==> src/rtl/fdiv_pkg.sv <==
// rtl/fdiv_pkg.sv - shared widths, constants and types for the fdiv post-processing stage
package fdiv_pkg;

  function automatic int exp_len_of(input int n);
    return (n == 64) ? 11 : 8;
  endfunction

  function automatic int man_len_of(input int n);
    return (n == 64) ? 52 : 23;
  endfunction

  function automatic int bias_of(input int n);
    return (1 << (exp_len_of(n) - 1)) - 1;
  endfunction

  localparam logic [31:0] QNAN32 = 32'h7FC0_0000;
  localparam logic [63:0] QNAN64 = 64'h7FF8_0000_0000_0000;

  // Canonical quiet NaN, right-aligned in 64 bits
  function automatic logic [63:0] qnan_of(input int n);
    return (n == 64) ? QNAN64 : {32'h0, QNAN32};
  endfunction

  typedef struct packed {
    logic zero;
    logic inf;
    logic nan;
  } fp_class_t;

  typedef struct packed {
    logic nv;
    logic dz;
    logic of;
    logic uf;
    logic nx;
  } fp_flags_t;

endpackage

==> src/rtl/fp_classify.sv <==
// rtl/fp_classify.sv - classify an IEEE magnitude as zero (incl. denormal), inf or nan
module fp_classify
  import fdiv_pkg::*;
#(
  parameter int N = 32
) (
  input  logic [N-2:0] mag,
  output fp_class_t    cls
);

  localparam int EXP_LEN = exp_len_of(N);
  localparam int MAN_LEN = man_len_of(N);

  logic [EXP_LEN-1:0] e;
  logic [MAN_LEN-1:0] m;

  assign e = mag[N-2 -: EXP_LEN];
  assign m = mag[MAN_LEN-1:0];

  assign cls.zero = (e == '0);
  assign cls.inf  = (&e) && (m == '0);
  assign cls.nan  = (&e) && (m != '0);

endmodule

==> src/rtl/fdiv_post.sv <==
// rtl/fdiv_post.sv - two-stage IEEE special-case and range fixup after the fdiv quotient
module fdiv_post
  import fdiv_pkg::*;
#(
  parameter int N = 32
) (
  input  logic         clk,
  input  logic         rst,
  input  logic         in_valid,
  output logic         in_ready,
  input  logic [N-1:0] a,
  input  logic [N-1:0] b,
  input  logic [N-1:0] q,
  output logic         out_valid,
  input  logic         out_ready,
  output logic [N-1:0] out,
  output logic [4:0]   out_flags,
  output logic [4:0]   sticky_flags,
  input  logic         clr_flags
);

  localparam int EXP_LEN = exp_len_of(N);
  localparam int MAN_LEN = man_len_of(N);
  localparam int BIAS    = bias_of(N);
  localparam int EW      = EXP_LEN + 2;
  localparam int MAX_EXP = (1 << EXP_LEN) - 2;
  localparam logic [63:0] QNAN_W = qnan_of(N);

  logic               s1_valid, s2_valid;
  logic               s1_adv, in_hs, out_hs;
  fp_class_t          ca, cb, s1_ca, s1_cb;
  logic               s1_sign;
  logic signed [EW-1:0] e_w, s1_ew;
  logic [N-2:0]       s1_q;
  logic [EXP_LEN-1:0] ea, eb;
  logic [MAN_LEN-1:0] ma, mb;
  logic               adj;
  logic [N-1:0]       res;
  fp_flags_t          fl;
  logic               unused_q_msb;

  assign unused_q_msb = q[N-1];

  assign s1_adv    = !s2_valid || out_ready;
  assign in_ready  = !s1_valid || s1_adv;
  assign in_hs     = in_valid && in_ready;
  assign out_valid = s2_valid;
  assign out_hs    = s2_valid && out_ready;

  fp_classify #(.N(N)) u_cls_a (.mag(a[N-2:0]), .cls(ca));
  fp_classify #(.N(N)) u_cls_b (.mag(b[N-2:0]), .cls(cb));

  assign ea  = a[N-2 -: EXP_LEN];
  assign eb  = b[N-2 -: EXP_LEN];
  assign ma  = a[MAN_LEN-1:0];
  assign mb  = b[MAN_LEN-1:0];
  // Quotient mantissa below 1.0 costs one exponent step
  assign adj = (ma < mb);
  assign e_w = $signed({2'b00, ea}) - $signed({2'b00, eb})
             + $signed(EW'(BIAS)) - $signed(EW'(adj));

  always_ff @(posedge clk or posedge rst) begin
    if (rst) begin
      s1_valid <= 1'b0;
      s1_ca    <= '0;
      s1_cb    <= '0;
      s1_sign  <= 1'b0;
      s1_ew    <= '0;
      s1_q     <= '0;
    end else if (in_hs) begin
      s1_valid <= 1'b1;
      s1_ca    <= ca;
      s1_cb    <= cb;
      s1_sign  <= a[N-1] ^ b[N-1];
      s1_ew    <= e_w;
      s1_q     <= q[N-2:0];
    end else if (s1_adv) begin
      s1_valid <= 1'b0;
    end
  end

  always_comb begin
    res = {s1_sign, s1_q};
    fl  = '0;
    if (s1_ca.nan || s1_cb.nan || (s1_ca.zero && s1_cb.zero) || (s1_ca.inf && s1_cb.inf)) begin
      res   = QNAN_W[N-1:0];
      fl.nv = 1'b1;
    end else if (s1_ca.inf) begin
      res = {s1_sign, {EXP_LEN{1'b1}}, {MAN_LEN{1'b0}}};
    end else if (s1_cb.inf) begin
      res = {s1_sign, {(N-1){1'b0}}};
    end else if (s1_cb.zero) begin
      res   = {s1_sign, {EXP_LEN{1'b1}}, {MAN_LEN{1'b0}}};
      fl.dz = 1'b1;
    end else if (s1_ca.zero) begin
      res = {s1_sign, {(N-1){1'b0}}};
    end else if (s1_ew > $signed(EW'(MAX_EXP))) begin
      res   = {s1_sign, {EXP_LEN{1'b1}}, {MAN_LEN{1'b0}}};
      fl.of = 1'b1;
      fl.nx = 1'b1;
    end else if (s1_ew < $signed(EW'(1))) begin
      res   = {s1_sign, {(N-1){1'b0}}};
      fl.uf = 1'b1;
      fl.nx = 1'b1;
    end
  end

  always_ff @(posedge clk or posedge rst) begin
    if (rst) begin
      s2_valid  <= 1'b0;
      out       <= '0;
      out_flags <= '0;
    end else if (s1_adv) begin
      s2_valid <= s1_valid;
      if (s1_valid) begin
        out       <= res;
        out_flags <= fl;
      end
    end
  end

  // Clear takes effect before the same-cycle handshake's flags are merged
  always_ff @(posedge clk or posedge rst) begin
    if (rst) begin
      sticky_flags <= '0;
    end else if (clr_flags) begin
      sticky_flags <= out_hs ? out_flags : 5'b0;
    end else if (out_hs) begin
      sticky_flags <= sticky_flags | out_flags;
    end
  end

endmodule
==> config.mk <==
export PLATFORM = sky130hd
export DESIGN_NAME = fdiv_post
export DESIGN_NICKNAME = d
export VERILOG_FILES = /design/src/rtl/fdiv_pkg.sv /design/src/rtl/fp_classify.sv /design/src/rtl/fdiv_post.sv
export SDC_FILE = /design/constraint.sdc
export NUM_CORES = 1
export LEC_CHECK = 0
export ABC_AREA = 1
export CAP_MARGIN = 15
export CORE_MARGIN = 5
export CORE_UTILIZATION = 53
export CTS_CLUSTER_SIZE = 24
export DETAILED_ROUTE_END_ITERATION = 16
export PLACE_DENSITY_LB_ADDON = 0.12
export SLEW_MARGIN = 15
export SYNTH_ARGS = -nofsm -noshare
export SYNTH_HDL_FRONTEND = slang
export SYNTH_SLANG_ARGS = --single-unit
==> constraint.sdc <==
create_clock -name clk -period 5.7 [get_ports clk]
set_input_delay 0.57 -clock clk [delete_from_list [all_inputs] [get_ports clk]]
set_output_delay 0.57 -clock clk [all_outputs]
set_load 0.05 [all_outputs]
==> metrics.csv, run 1 <==
stage,metric,value,unit
die,pin_count,145,
sta,hold_viol,0,
cells_and_area,antenna_cells,0,
min_path,hold_start,out[10],
critical_path,path_cells,"clkdlybuf4s50_1, inv_1, ha_1, nand2_1, nor2_1, nand4_1, nor2_1, o21ai_0, nand3_1, ha_1, ha_1, inv_1, fa_1, inv_1, nand4_1, nand3_1, nand2_1, nand3_1, o21ai_0",
global_routing,met2_usage,37.8,%
sta,fin_crit,3.20,ns
synth,synth_fp_nets,795,
power,irDropWorstVdd,0.000239,V
cells_and_area,final_core_util,71.6,%
synth,synth_compound_area_share,12.7,%
global_routing,grt_usage,21.5,%
synth,synth_top_family_by_area,simple AND/OR/NAND/NOR gates,
synth,syn-instance-count,654,
synth,synth_warnings,0,
place,portBuffers,143,
place,gp_congestion,0.861,
critical_path,r2r_start,out_valid,
critical_path,cp_slowest_cell,clkdlybuf4s50_1,
clocking,htree_levels,3,
sta,worst_pin_slew,1.17,ns
synth,synth-xor-area-share,1.34,%
cells_and_area,drive_gt1_share,5.52,%
cells_and_area,final_cell_mix,"nand2_1, clkdlybuf4s50_1, inv_1",
critical_path,critPathLaunchType,primary input,
detailed_routing,detailroute.via_count,4700,
die,row_count,36,
synth,syn-cell-area,5250,sq um
detailed_routing,routed_wl,12.3,mm
clocking,cts_tree,built,
detailed_routing,drt-initial-drc-count,217,
synth,synth_cell_types,31,
sta,finClkSkew,0.0159,ns
sta,final-setup-viol-count,0,
global_routing,grt_use_met3,4.17,%
detailed_routing,drc,0,
clocking,clock_sinks,92,
synth,synthAdderAreaFrac,9.82,%
clocking,cts_buffer_depth,2,
die,core,9730,sq um
job,drv_cap,0,
power,p_leak,3.45,nW
synth,ys_seq_area_share,43.9,%
critical_path,worstReg2RegEnd,out[14],
global_routing,grt_overflow,0,
cells_and_area,fin_nets,933,
min_path,min_to,out[10],
sta,relSlewSlack,22.1,%
min_path,hp-class,flip-flop to flip-flop,
sta,slew_viol_final,0,
critical_path,r2r_slack,2.98,ns
synth,synth-seq-cells,92,
critical_path,crit_path_max_incr_delay,0.45,ns
detailed_routing,first_pass_iters,4,
sta,rsz0062_at_grt,no,
global_routing,first_global_vias,4755,
global_routing,use_met1,26.1,%
clocking,clk_latency,0.36,ns
die,start_util,53.9,%
critical_path,ff2ff_path_depth,5,
sta,max_freq,312,MHz
detailed_routing,post_drt_wl_per_cell,13.2,microns
clocking,postCtsResizedCells,0,
cells_and_area,final_common_cell,nand2_1,
die,die_w,110,microns
critical_path,end_kind,flip-flop,
global_routing,busiest_layer,met2,
critical_path,worstPathArrival,3.41,ns
status,status,"finished, final reports clean",
detailed_routing,vias_per_cell,5.05,
global_routing,grt_first_pass_wirelength,20.7,mm
critical_path,worstSetupPathType,primary input to flip-flop,
clocking,cts-root-buf,clkbuf_8,
die,die_h,110,microns
global_routing,grt_antenna_before_repair,0,
synth,synth-simple-area-share,23.0,%
power,power_density,372,nW/um^2
place,place_hpwl,9.69,mm
synth,synth_mux_area_share,0,%
critical_path,critPathMaxFanout,3,
clocking,cts_buffers,9,
global_routing,grt_start_max_net_pins,70,
cells_and_area,syn_to_final_growth,32.7,%
clocking,cts_setup_buffers,0,
die,dieArea,12000,sq um
sta,tns,0,ns
clocking,hold_buffers,0,
synth,avgSynthCellArea,8.02,sq um
min_path,hold_depth,2,
sta,post-route-period-util,56.2,%
detailed_routing,drtAntennaViolNets,0,
clocking,clkTransAtPathRegs,0.10,ns
critical_path,required,5.90,ns
## synth_stat cells (all sizes together)
library cell	instances	share of area, %
a21o	3	0.43
a21oi	30	2.9
a22o	1	0.17
a31oi	3	0.36
and2	1	0.12
buf	11	1.3
clkbuf	6	0.43
clkinv	1	0.071
dfrtp	92	44
fa	2	0.76
ha	38	9.1
inv	105	7.5
nand2	176	13
nand3	32	3.2
nand4	14	1.7
nor2	43	3.4
nor3	4	0.60
nor4	8	1.2
o21a	1	0.14
o21ai	65	7.6
o21bai	2	0.29
o22ai	7	0.83
or2	1	0.12
xnor2	1	0.17
xor2	7	1.2
## critical path: cells and delay by family
| family | cells | cell delay [ns] |
|---|---|---|
| adders and majority gates | 4 | 1.02 |
| and+or+nand+nor | 9 | 0.97 |
| buffers and inverters | 4 | 0.66 |
| AOI/OAI and AO/OA | 2 | 0.19 |
## worst max path at each step
stage               startpoint       end  slack, ns  cells past startpoint
floorplan                  rst    out[0]       2.74                      1
global placement         b[22]  s1_ew[9]       2.14                     19
detailed placement       b[22]  s1_ew[9]       2.13                     19
CTS                      b[22]  s1_ew[9]       2.50                     19
global route             b[22]  s1_ew[9]       2.16                     19
finish                   b[22]  s1_ew[9]       2.50                     19
## cell families after synthesis
family,after synthesis
xor+xnor,8
buf+inv,123
simple gates,279
flops,92
fa+ha+maj,40
compound gates,112
## metal layers
metal,wire (microns),share of wire (%),vias to the layer above
li1,-,-,2390
met1,5300,43,2159
met2,6060,49,136
met3,757,6.1,15
met4,194,1.6,0
met5,0,0,-
## final cells by class
cell class	instances	area, sq um
clock buffer	10	128
inverter	106	399
clock inverter	6	71.3
sequential	92	2300
timing repair buffer	144	1440
fill	794	2770
tap	133	166
multi-input combinational	439	2460
## flip-flops by register name (all words and copies together) (netlist names)
signal,count
s1_cb,3
s1_ew,10
out,32
s1_ca,3
out_flags,5
sticky_flags,5
s1_sign,1
s1_q,31
out_valid,1
s1_valid,1
## per-stage QoR
step           hold slack [ns]  worst slack [ns]  power, mW  instance area [sq um]  std cells
2_1_floorplan            0.449              2.74       1.76                   5250        654
3_3_place_gp             0.463              2.14       2.14                   6760        914
3_5_place_dp             0.466              2.13       2.17                   6760        914
4_1_cts                  0.490              2.50       2.61                   6960        930
5_1_grt                  0.502              2.16       2.75                   6960        930
6_report                 0.486              2.50       2.59                   6960        930
## power by group
part	total (mW)	internal (mW)	switching, mW
Clock	0.435	0.207	0.228
Sequential	0.920	0.822	0.0979
Combinational	1.23	0.435	0.798
Power figures use the tool's default switching activity.
==> run 2: changes to the inputs <==
- CORE_UTILIZATION: 53 -> 49
- clock period: 5.7 -> 3 ns (I/O delays scaled with it)
==> run 2 against run 1 <==
Effect of this change: register-to-register slack got worse by 1.7 ns; sequential share of layout area fell by 0.99 points; design area rose by 3.1%; combinational power rose by 97%; die area rose by 7.4%; hold slack got worse by 0.13 ns; sequential power rose by 90%; critical path type unchanged; critical endpoint unchanged.
==> metrics.csv, run 2 (same netlist as run 1, synthesis figures left out) <==
stage,metric,value,unit,change
status,status,"finished, final reports clean",,unchanged
place,placed_cells,940,,was 914
global_routing,first_global_vias,4959,,"was 4,755"
die,core,10400,sq um,was 9730 sq um
sta,rsz0062_at_grt,no,,unchanged
detailed_routing,routed_wl,13.1,mm,was 12.3 mm
place,gp_congestion,0.847,,was 0.861
sta,final-setup-viol-count,0,,unchanged
power,irDropWorstVdd,0.000441,V,was 0.000239 V
detailed_routing,post_drt_wl_per_cell,13.7,microns,was 13.2 microns
detailed_routing,detailroute.via_count,4855,,"was 4,700"
detailed_routing,first_pass_iters,4,,unchanged
clocking,hold_buffers,0,,unchanged
critical_path,worstReg2RegEnd,out[14],,unchanged
global_routing,grt_antenna_before_repair,0,,unchanged
min_path,hp-class,primary input to asynchronous set/reset pin,,was flip-flop to flip-flop
critical_path,worstSetupPathType,primary input to flip-flop,,unchanged
cells_and_area,fill_cells,853,,was 794
clocking,clk_latency,0.35,ns,was 0.36 ns
sta,max_freq,364,MHz,
power,p_leak,3.58,nW,was 3.45 nW
die,pin_count,145,,unchanged
place,place_hpwl,10.4,mm,was 9.69 mm
clocking,clock_sinks,92,,unchanged
sta,worst_pin_slew,0.751,ns,was 1.17 ns
critical_path,required,3.21,ns,was 5.90 ns
cells_and_area,final_cell_mix,"nand2_1, clkdlybuf4s50_1, inv_1",,unchanged
place,place_ws,-0.214,ns,was 2.13 ns
clocking,cts-root-buf,clkbuf_8,,unchanged
cells_and_area,final_cells,955,,was 930
sta,relSlewSlack,49.9,%,was 22.1%
critical_path,r2r_start,s1_ew[1],,was out_valid
global_routing,grt_usage,20.7,%,was 21.5%
cells_and_area,fin_nets,956,,was 933
cells_and_area,drive_gt1_share,8.55,%,was 5.52%
clocking,cts_setup_buffers,0,,unchanged
power,power,5.07,mW,was 2.59 mW
sta,finClkSkew,0.0126,ns,was 0.0159 ns
cells_and_area,largest_register_ffs,32,,unchanged
critical_path,crit_path_start,b[22],,unchanged
cells_and_area,biggestRegsByFlops,"out: 32 flops, s1_q: 31 flops, s1_ew: 10 flops",,unchanged
cells_and_area,syn_to_final_growth,36.8,%,was 32.7%
clocking,clkTransAtPathRegs,0.10,ns,about the same
global_routing,grt_overflow,0,,unchanged
sta,post-route-period-util,91.5,%,
sta,fin_crit,2.74,ns,
cells_and_area,antenna_cells,0,,unchanged
place,placed_cell_area,6950,sq um,was 6760 sq um
clocking,cts_tree,built,,unchanged
die,die_w,113,microns,was 110 microns
critical_path,critPathMaxFanout,2,,was 3
clocking,htree_levels,3,,unchanged
critical_path,r2r_slack,1.26,ns,was 2.98 ns
power,power_density,707,nW/um^2,was 372 nW/um^2
place,portBuffers,143,,unchanged
critical_path,critPathLaunchType,primary input,,unchanged
detailed_routing,drc,0,,unchanged
clocking,cts_buffers,9,,unchanged
critical_path,end_kind,flip-flop,,unchanged
die,start_util,50.6,%,was 53.9%
critical_path,worstPathArrival,2.96,ns,was 3.41 ns
detailed_routing,vias_per_cell,5.08,,was 5.05
global_routing,grt_start_max_net_pins,45,,was 70
job,drv_cap,0,,unchanged
cells_and_area,final_common_cell,nand2_1,,unchanged
global_routing,grt_first_pass_wirelength,22.1,mm,was 20.7 mm
die,dieArea,12900,sq um,"was 12,000 sq um"
sta,tns,0,ns,unchanged
cells_and_area,regMostFlops,out,,unchanged
die,row_count,37,,was 36
sta,slew_viol_final,0,,unchanged
detailed_routing,drtAntennaViolNets,0,,unchanged
critical_path,ff2ff_path_depth,8,,was 5
die,die_h,113,microns,was 110 microns
sta,hold_viol,0,,unchanged
cells_and_area,finish.instance_area,7180,sq um,was 6960 sq um
sta,setup_ws,0.256,ns,was 2.50 ns
detailed_routing,drt-initial-drc-count,272,,was 217
clocking,cts_buffer_depth,2,,unchanged
-- run 2: what timing repair did --
action,in CTS,in global routing
setup endpoints to repair,0,2
gates resized for setup,0,3
hold endpoints to repair,0,0
-- run 2: how the worst max path moves through the flow --
stage | endpoint | cells past startpoint
after floorplan | out[0] | 1
after global placement | s1_ew[9] | 19
after detailed placement | s1_ew[9] | 19
after CTS | s1_ew[9] | 19
after global routing | s1_ew[9] | 19
final | s1_ew[9] | 19
-- run 2: report_power, final --
group | internal, mW | total [mW] | switching [mW]
sequential | 1.56 | 1.75 | 0.190
clock | 0.474 | 0.908 | 0.434
combinational | 0.873 | 2.42 | 1.54
-- run 2: layout make-up --
class	instances	area, sq um	area share, %
tap	136	170	2.37
timing repair buffer	167	1620	22.6
inverter	106	399	5.56
sequential	92	2300	32.1
clock inverter	6	93.8	1.31
multi-input combinational	439	2460	34.3
clock buffer	9	124	1.73
-- run 2: metal layers --
metal,vias to the layer above,share of wire (%),global-route usage [%]
li1,2425,-,-
met1,2260,41,25.2
met2,154,51,37.6
met3,16,6.3,3.50
met4,0,1.4,6.01
met5,-,0,0
-- run 2: critical path, stage by stage --
cell and delay [ns]:
clkdlybuf4s50_1 0.45, inv_1 0.05, ha_1 0.28, nand2_1 0.08, nor2_2 0.14, nand4_1 0.12
nor2_1 0.12, o21ai_0 0.09, nand3_1 0.10, ha_1 0.14, ha_1 0.15, inv_1 0.06
fa_2 0.34, inv_1 0.08, nand4_1 0.09, nand3_1 0.11, nand2_1 0.07, nand3_1 0.09
o21ai_0 0.07
-- run 2: per-stage QoR --
stage,hold WS [ns],utilization [%]
floorplan,0.409,-
global placement,0.465,67.0
detailed placement,0.466,67.0
CTS,0.383,69.1
global route,0.430,69.2
finish,0.353,69.2
